### src/rtl/leaf_out_packetizer.sv
// leaf_out_packetizer: round-robin serializer of user output streams into 49-bit BFT packets.
// Optional credit flow control is enabled by defining LEAF_OUT_CREDIT_EN.
module leaf_out_packetizer #(
  parameter int PACKET_BITS           = 49,
  parameter int PAYLOAD_BITS          = 32,
  parameter int NUM_LEAF_BITS         = 5,
  parameter int NUM_PORT_BITS         = 4,
  parameter int NUM_ADDR_BITS         = 7,
  parameter int NUM_OUT_PORTS         = 3,
  parameter int NUM_BRAM_ADDR_BITS    = 7,
  parameter int FREESPACE_UPDATE_SIZE = 64
) (
  input  logic                                  clk,
  input  logic                                  reset,
  input  logic [PACKET_BITS-1:0]                din_leaf_bft2interface,
  output logic [PACKET_BITS-1:0]                dout_leaf_interface2bft,
  input  logic                                  resend,
  input  logic [NUM_OUT_PORTS*PAYLOAD_BITS-1:0] din_leaf_user2interface,
  input  logic [NUM_OUT_PORTS-1:0]              vld_user2interface,
  output logic [NUM_OUT_PORTS-1:0]              ack_interface2user
);
  localparam int ADDR_LSB = PAYLOAD_BITS;
  localparam int PORT_LSB = ADDR_LSB + NUM_ADDR_BITS;
  localparam int LEAF_LSB = PORT_LSB + NUM_PORT_BITS;
  localparam int IDX_BITS = (NUM_OUT_PORTS > 1) ? $clog2(NUM_OUT_PORTS) : 1;
  localparam logic [3:0] NUM_K = 4'(NUM_OUT_PORTS);

  logic                     w_in_vld;
  logic [NUM_PORT_BITS-1:0] w_in_port;
  logic [3:0]               w_cfg_k;
  logic                     w_cfg_hit;
  logic                     w_unused;

  assign w_in_vld  = din_leaf_bft2interface[PACKET_BITS-1];
  assign w_in_port = din_leaf_bft2interface[PORT_LSB +: NUM_PORT_BITS];
  assign w_cfg_k   = din_leaf_bft2interface[23:20];
  assign w_cfg_hit = w_in_vld && (w_in_port == '0) && (w_cfg_k != 4'd0) && (w_cfg_k <= NUM_K);
  assign w_unused  = ^{din_leaf_bft2interface[LEAF_LSB +: NUM_LEAF_BITS],
                       din_leaf_bft2interface[ADDR_LSB +: NUM_ADDR_BITS],
                       din_leaf_bft2interface[PAYLOAD_BITS-1:24],
                       din_leaf_bft2interface[10:0]};

`ifdef LEAF_OUT_CREDIT_EN
  logic [3:0] w_fs_k;
  logic       w_fs_hit;
  assign w_fs_k   = din_leaf_bft2interface[3:0];
  assign w_fs_hit = w_in_vld && (w_in_port == NUM_PORT_BITS'(1)) && (w_fs_k != 4'd0) && (w_fs_k <= NUM_K);
`endif

  logic [NUM_OUT_PORTS-1:0] w_cfgd;
  logic [NUM_OUT_PORTS-1:0] w_has_credit;
  logic [NUM_OUT_PORTS-1:0] w_elig;
  logic [NUM_OUT_PORTS-1:0] w_grant;
  logic [NUM_LEAF_BITS-1:0] w_dst_leaf     [NUM_OUT_PORTS];
  logic [NUM_PORT_BITS-1:0] w_dst_port     [NUM_OUT_PORTS];
  logic [NUM_ADDR_BITS-1:0] w_seq          [NUM_OUT_PORTS];
  logic [PAYLOAD_BITS-1:0]  w_user_payload [NUM_OUT_PORTS];
  logic                     w_grant_any;
  logic [IDX_BITS-1:0]      w_grant_idx;
  logic                     w_out_free;
  logic [IDX_BITS-1:0]      r_rr_ptr;
  logic [PACKET_BITS-1:0]   r_out_pkt;

  genvar gi;
  generate
    for (gi = 0; gi < NUM_OUT_PORTS; gi++) begin : g_out
      localparam logic [3:0] K = 4'(gi + 1);
      logic                     r_cfgd;
      logic [NUM_LEAF_BITS-1:0] r_dst_leaf;
      logic [NUM_PORT_BITS-1:0] r_dst_port;
      logic [NUM_ADDR_BITS-1:0] r_seq;

      always_ff @(posedge clk) begin
        if (reset) begin
          r_cfgd     <= 1'b0;
          r_dst_leaf <= '0;
          r_dst_port <= '0;
          r_seq      <= '0;
        end else begin
          if (w_cfg_hit && (w_cfg_k == K)) begin
            r_cfgd     <= 1'b1;
            r_dst_leaf <= NUM_LEAF_BITS'(din_leaf_bft2interface[19:15]);
            r_dst_port <= NUM_PORT_BITS'(din_leaf_bft2interface[14:11]);
          end
          if (w_grant[gi]) r_seq <= r_seq + NUM_ADDR_BITS'(1);
        end
      end

      assign w_cfgd[gi]         = r_cfgd;
      assign w_dst_leaf[gi]     = r_dst_leaf;
      assign w_dst_port[gi]     = r_dst_port;
      assign w_seq[gi]          = r_seq;
      assign w_user_payload[gi] = din_leaf_user2interface[gi*PAYLOAD_BITS +: PAYLOAD_BITS];

`ifdef LEAF_OUT_CREDIT_EN
      localparam logic [NUM_BRAM_ADDR_BITS:0] CREDIT_MAX = {1'b1, {NUM_BRAM_ADDR_BITS{1'b0}}};
      logic [NUM_BRAM_ADDR_BITS:0] r_credit;
      logic [31:0]                 w_credit_sum;

      // Send and update on the same cycle combine before saturating; a send never sees zero credit.
      assign w_credit_sum = 32'(r_credit) - 32'(w_grant[gi]) +
                            ((w_fs_hit && (w_fs_k == K)) ? 32'(FREESPACE_UPDATE_SIZE) : 32'd0);

      always_ff @(posedge clk) begin
        if (reset) r_credit <= CREDIT_MAX;
        else       r_credit <= (w_credit_sum > 32'(CREDIT_MAX)) ? CREDIT_MAX
                                                                 : w_credit_sum[NUM_BRAM_ADDR_BITS:0];
      end
      assign w_has_credit[gi] = (r_credit != '0);
`else
      assign w_has_credit[gi] = 1'b1;
`endif
    end
  endgenerate

  assign w_out_free = !r_out_pkt[PACKET_BITS-1] || !resend;
  assign w_elig     = vld_user2interface & w_cfgd & w_has_credit &
                      {NUM_OUT_PORTS{!resend && !reset && w_out_free}};

  // Round-robin: first eligible at or above the pointer, else first eligible from the bottom.
  always_comb begin
    w_grant     = '0;
    w_grant_any = 1'b0;
    w_grant_idx = '0;
    for (int i = 0; i < NUM_OUT_PORTS; i++) begin
      if (!w_grant_any && w_elig[i] && (IDX_BITS'(i) >= r_rr_ptr)) begin
        w_grant_any = 1'b1;
        w_grant_idx = IDX_BITS'(i);
        w_grant[i]  = 1'b1;
      end
    end
    for (int i = 0; i < NUM_OUT_PORTS; i++) begin
      if (!w_grant_any && w_elig[i]) begin
        w_grant_any = 1'b1;
        w_grant_idx = IDX_BITS'(i);
        w_grant[i]  = 1'b1;
      end
    end
  end

  always_ff @(posedge clk) begin
    if (reset) begin
      r_out_pkt <= '0;
      r_rr_ptr  <= '0;
    end else if (w_grant_any) begin
      r_out_pkt <= {1'b1, w_dst_leaf[w_grant_idx], w_dst_port[w_grant_idx],
                    w_seq[w_grant_idx], w_user_payload[w_grant_idx]};
      r_rr_ptr  <= (w_grant_idx == IDX_BITS'(NUM_OUT_PORTS - 1)) ? '0 : w_grant_idx + IDX_BITS'(1);
    end else if (!resend) begin
      r_out_pkt <= '0;
    end
  end

  assign dout_leaf_interface2bft = resend ? '0 : r_out_pkt;
  assign ack_interface2user      = w_grant;
endmodule

### config.mk
export PLATFORM = sky130hd
export DESIGN_NAME = leaf_out_packetizer
export DESIGN_NICKNAME = d
export VERILOG_FILES = /design/src/rtl/leaf_out_packetizer.sv
export SDC_FILE = /design/constraint.sdc
export NUM_CORES = 1
export LEC_CHECK = 0
export BUFFER_PORTS_ARGS = -buffer_cell sky130_fd_sc_hd__buf_2
export CAP_MARGIN = 0
export CORE_MARGIN = 3
export CORE_UTILIZATION = 40
export CTS_BUF_LIST = sky130_fd_sc_hd__clkbuf_16
export DETAILED_ROUTE_END_ITERATION = 16
export GPL_ROUTABILITY_DRIVEN = 0
export GPL_TIMING_DRIVEN = 0
export HOLD_SLACK_MARGIN = 0.12
export PLACE_DENSITY = 0.7
export SLEW_MARGIN = 0
export SYNTH_ARGS = -nofsm -noshare
export SYNTH_HDL_FRONTEND = slang
export SYNTH_SLANG_ARGS = --single-unit
### constraint.sdc
create_clock -name clk -period 1.7 [get_ports clk]
set_input_delay 0.085 -clock clk [delete_from_list [all_inputs] [get_ports clk]]
set_output_delay 0.085 -clock clk [all_outputs]
set_load 0.005 [all_outputs]
---- Word level (Yosys, flattened, before mapping) ----
Cells that the tools add are included.
operators by class
  equal/unequal tests ..................... 5
  bitwise gates (word level) .............. 3
  $lt $le $gt $ge ......................... 5
  reductions and logical operators ........ 27
  mux-type cells .......................... 32
  add/subtract/negate cells ............... 4
operators with widths
  cell                   number
  $mux W49               3
  $bmux W32 S2           1
  $mux W32               2
  $add A7 B1 Y7 const B  3
  $logic_and A1 B1 Y1    16
  $bmux W7 S2            1
  $mux W7                2
  $mux W1                12
  $bmux W5 S2            1
  $mux W2                5
  $mux W5                2
  $bmux W4 S2            1
  $eq A4 B2 Y1 const B   2
  $logic_not A1 Y1       8
  $mux W4                2
  $and A3 B3 Y3          2
  $eq A4 B1 Y1 const B   1
  $ge A1 B2 Y1 const A   2
  $le A4 B2 Y1 const B   1
  $logic_not A4 Y1       1
  $reduce_bool A4 Y1     1
  $ge A3 B3 Y1 const B   1
  $not A2 Y3             1
  $add A2 B1 Y2 const B  1
  4 further kinds        4
word-level totals
  output and inout bits ................... 52
  register bits after elaboration ......... 102

---- Depth between registers and ports, before layout ----
  word-level depth ........................ 28
  depth in mapped cells ................... 8
  gate-level depth less buffers ........... 6

---- Worst setup path after synthesis ----
OpenSTA, ideal clock, no wires.
  path type ............................... reg2reg
  start ................................... reg r_rr_ptr[0]
  end ..................................... reg r_out_pkt[14]
  setup time .............................. 0.140 ns
  arrival ................................. 1.508 ns
  path slack .............................. 0.052 ns
  required time ........................... 1.560 ns
  clock period less this slack ............ 1.648 ns
  stages on the path, launching flop included .. 7
  cell sequence ........................... dfxtp_1 nor2b_2 o21ai_2 a21oi_4 buf_4 mux2i_1 o22ai_2
on the way
  longest elaborated chain between the ends .. 25
  elaborated cells on any way between the ends .. 33
  those cells by class .................... order compare: 3; eq/ne: 1; mux: 15; bitwise: 1; reduce/logical: 13
ends and longest elaborated chain
  what                                          line  source
  from (decl)                                   61    logic [IDX_BITS-1:0] r_rr_ptr;
  from (signal assigned)                        148   r_rr_ptr <= (w_grant_idx == IDX_BITS'(NUM_OUT_PORTS - 1)) ? '0 : w_grant_idx + IDX_BITS'(1);
  $ge A1 B2 Y1                                  126   if (!w_grant_any && w_elig[i] && (IDX_BITS'(i) >= r_rr_ptr)) begin
  $logic_and A1 B1 Y1                           126
  $mux W1                                       126
  $logic_not A1 Y1                              126
  $logic_and A1 B1 Y1 (2 in series)             126
  $mux W1                                       126
  $logic_not A1 Y1                              126
  $logic_and A1 B1 Y1 (2 in series)             126
  [6 not listed]                                n/a
  $mux W1                                       133   if (!w_grant_any && w_elig[i]) begin
  $logic_not A1 Y1                              133
  $logic_and A1 B1 Y1                           133
  $mux W2                                       133
  $not A2 Y3 (not written as such)              147   w_seq[w_grant_idx], w_user_payload[w_grant_idx]};
  $bmux W32 S2                                  147
  $mux W32 (not written as such) (2 in series)  147
  $mux W49                                      145   end else if (w_grant_any) begin
  to (signal assigned)                          146   r_out_pkt <= {1'b1, w_dst_leaf[w_grant_idx], w_dst_port[w_grant_idx],
  to (decl)                                     62    logic [PACKET_BITS-1:0] r_out_pkt;
Parallel ways exist; a longest one is shown, timed or not. The select of a mux whose other input is x is not followed.
A chain may end at the register's enable or synchronous reset.

---- Worst setup path in the final report ----
  start ................................... reg r_rr_ptr[0]
  end ..................................... reg r_out_pkt[19]
The elaborated chain is that of the path after synthesis.

==> flow_summary.ini <==
[run_status]
status = complete, but fails checks
violations = setup timing

[placement]
dp.cells = 870
port_buffers = 170
hpwl_um = 11000

[floorplan]
start_util = 0.419
core-area_sq_um = 12300
fp.dieW_um = 119
die_area_sq_um = 14200
fp.dieH_um = 119
rows = 40
num_io_pins = 203

[min_path]
min_path_type = input pin to flip-flop
hold_depth = 3
min-delay-start = reset
hold_end = g_out[2].r_seq[2]

[sta]
setup_viol = 2
relSlewSlack = 0.466
fmax_mhz = 582
tightest_slew_ns = 0.801
drv_slew = 0
period_needed_ns = 1.72
grt_setup_unrepaired = yes
fin_setup_tns_ns = -0.0300
skew_ns = 0.00629
post-route-period-util = 1.01
worst_slack_ns = -0.0183
hold_viol = 0

[final_layout]
post-route-util = 0.674
fin_nets = 989
mostFrequentLayoutCell = buf_2
drive_gt1_frac = 0.376
syn2layout_area_growth_pct = 60.7
layout_common_cells = buf_2 (173), dlygate4sd3_1 (105), dfxtp_1 (97)
final-instance-count-excl-fill = 1009

[drt]
viasPerCell = 5.49
routed_wl_um = 19400
drc = 0
dr.pass1.iters = 5
final_antenna_net_count = 0
vias = 5536
routedWlPerCell_um = 19.2
drt_iter0_markers = 426

[global_routing]
grt_pass1_vias = 5632
grt_pass1_wl_um = 28400
grt_start_max_net_pins = 17
track_usage = 0.245
antenna_found_initial = 0
grt_remaining_overflow = 0

[critical_path]
ff2ff_path_depth = 7
rr_startpoint = r_rr_ptr[0]
end_kind = flip-flop
start_kind = flip-flop
critPathRequiredTime_ns = 1.89
r2r_end = r_out_pkt[19]
crit_fanout = 10
critPathKind = flip-flop to flip-flop
arrival_ns = 1.91
rrSetupSlack_ns = -0.02

[job]
maxCapViolCount = 0

[synth]
synthTopCellsByArea = dfxtp_1 (40%), mux2i_1 (12%), o22ai_2 (7.3%), a22oi_1 (7.2%), nor2b_1 (6.1%)
syn_area_per_cell_sq_um = 9.66
ys_seq_elements = 102
syn_nets = 686
synth_cell_types = 42
synth_top_area_cell = dfxtp_1
synth_edf_count = 0
ys_seq_area_frac = 0.397
yosysWarnings = 0
synthArstFlopShare = 0
synth_top_cell_area_share = 0.397
synthCells = 532
syn_area_sq_um = 5140
synth_ff_type = dfxtp_1

[clock_network]
clk_pin_slew_ns = 0.07
cts_root_buffer = clkbuf_16
insertion_delay_ns = 0.34
clock_sinks = 102
htree_levels = 3
cts_made_buffers = 9
cts_tree = yes
max-clock-path-buffers = 2

[power_and_ir_drop]
pwr_density_cell_nw_per_um2 = 623
irDropWorstVdd_mv = 0.504
p_leak_nw = 3.23
finalPower_w = 0.00515
==> critical path, cell delays in order, from the launching register on <==
cell	delay, ns
dfxtp_4	0.36
nand2b_1	0.15
buf_6	0.14
o221a_2	0.29
buf_6	0.15
buf_6	0.15
a22oi_1	0.19
o22ai_2	0.12
==> cell type report <==
| cell class | count | area, sq um |
|---|---|---|
| fill | 887 | 4000 |
| multi-input combinational | 380 | 3190 |
| timing repair buffer | 293 | 2130 |
| sequential | 102 | 2060 |
| buffer | 44 | 338 |
| clock buffer | 9 | 225 |
| tap | 168 | 210 |
| clock inverter | 7 | 88.8 |
| inverter | 5 | 18.8 |
| antenna | 1 | 2.50 |
==> stage by stage <==
stage | hold WS [ns] | area, sq um | worst slack [ns]
after floorplan | 0.225 | 5140 | 0.0519
after global routing | 0.195 | 8260 | -0.0693
after CTS | 0.126 | 7780 | 0.00373
after detailed placement | 0.358 | 6200 | -0.335
final | 0.158 | 8260 | -0.0183
after global placement | 0.345 | 6200 | -0.278
==> kinds of logic (layout without fill, tap and decap cells) <==
| kind of cell | Yosys count | after routing | synth area share |
|---|---|---|---|
| and+or+nand+nor | 164 | 164 | 0.171 |
| AOI/OAI and AO/OA | 136 | 136 | 0.222 |
| DFF | 102 | 102 | 0.397 |
| muxes | 61 | 61 | 0.119 |
| buffers and inverters | 50 | 358 | 0.0560 |
| xor gates and xnor gates | 16 | 16 | 0.0273 |
| adders and majority gates | 3 | 3 | 0.00731 |
| other | 0 | 1 | 0 |
==> power by group <==
part / internal, W / leakage, nW / switching, W
Clock: 0.00128 / 0.150 / 0.000891
Combinational: 0.000321 / 2.25 / 0.000269
Sequential: 0.00238 / 0.825 / 0.00000103
Total: 0.00399 / 3.23 / 0.00116
==> flip-flops by register name (all words and copies together), names as in the netlist <==
register,flops
g_out.r_seq,21
r_out_pkt,49
g_out.r_dst_leaf,15
g_out.r_dst_port,12
r_rr_ptr,2
g_out.r_cfgd,3
==> cell usage after synthesis, types with 5 or more instances <==
master / instances
a21oi_1: 23
a22oi_1: 49
buf_2: 5
buf_4: 9
buf_6: 8
clkbuf_1: 23
dfxtp_1: 102
inv_1: 5
mux2i_1: 61
nand2_1: 46
nand3_1: 5
nand4_1: 6
nor2_1: 35
nor2b_1: 50
o22ai_1: 17
o22ai_2: 30
xnor2_1: 7
xor2_1: 9
==> worst max-delay path by stage <==
stage                               start            end  slack, ns  cells after the start
after global placement        r_rr_ptr[0]  r_out_pkt[22]      -0.28                      6
after detailed placement      r_rr_ptr[0]  r_out_pkt[28]      -0.34                      6
after global routing          r_rr_ptr[0]  r_out_pkt[17]      -0.07                      7
after floorplan               r_rr_ptr[0]  r_out_pkt[14]       0.05                      6
after CTS                 g_out[1].r_cfgd  r_out_pkt[39]      0.004                      7
final                         r_rr_ptr[0]  r_out_pkt[19]      -0.02                      7
==> routing by layer <==
metal  up-vias  track usage  share of wire
met5         -            0              0
met4         0        0.115          0.047
met3        85       0.0613          0.078
met2       283        0.428           0.49
met1      2643        0.281           0.38
li1       2525            -              -
==> timing repair <==
item / CTS / global route
hold buffers: 105 / 0
endpoints found under the setup margin: 54 / 54
gates cloned: 0 / 4
pin swaps: 2 / 20
setup buffers: 6 / 8
hold endpoints to repair: 59 / 0
resized for setup: 38 / 57
(Power assumes the default switching activity.)
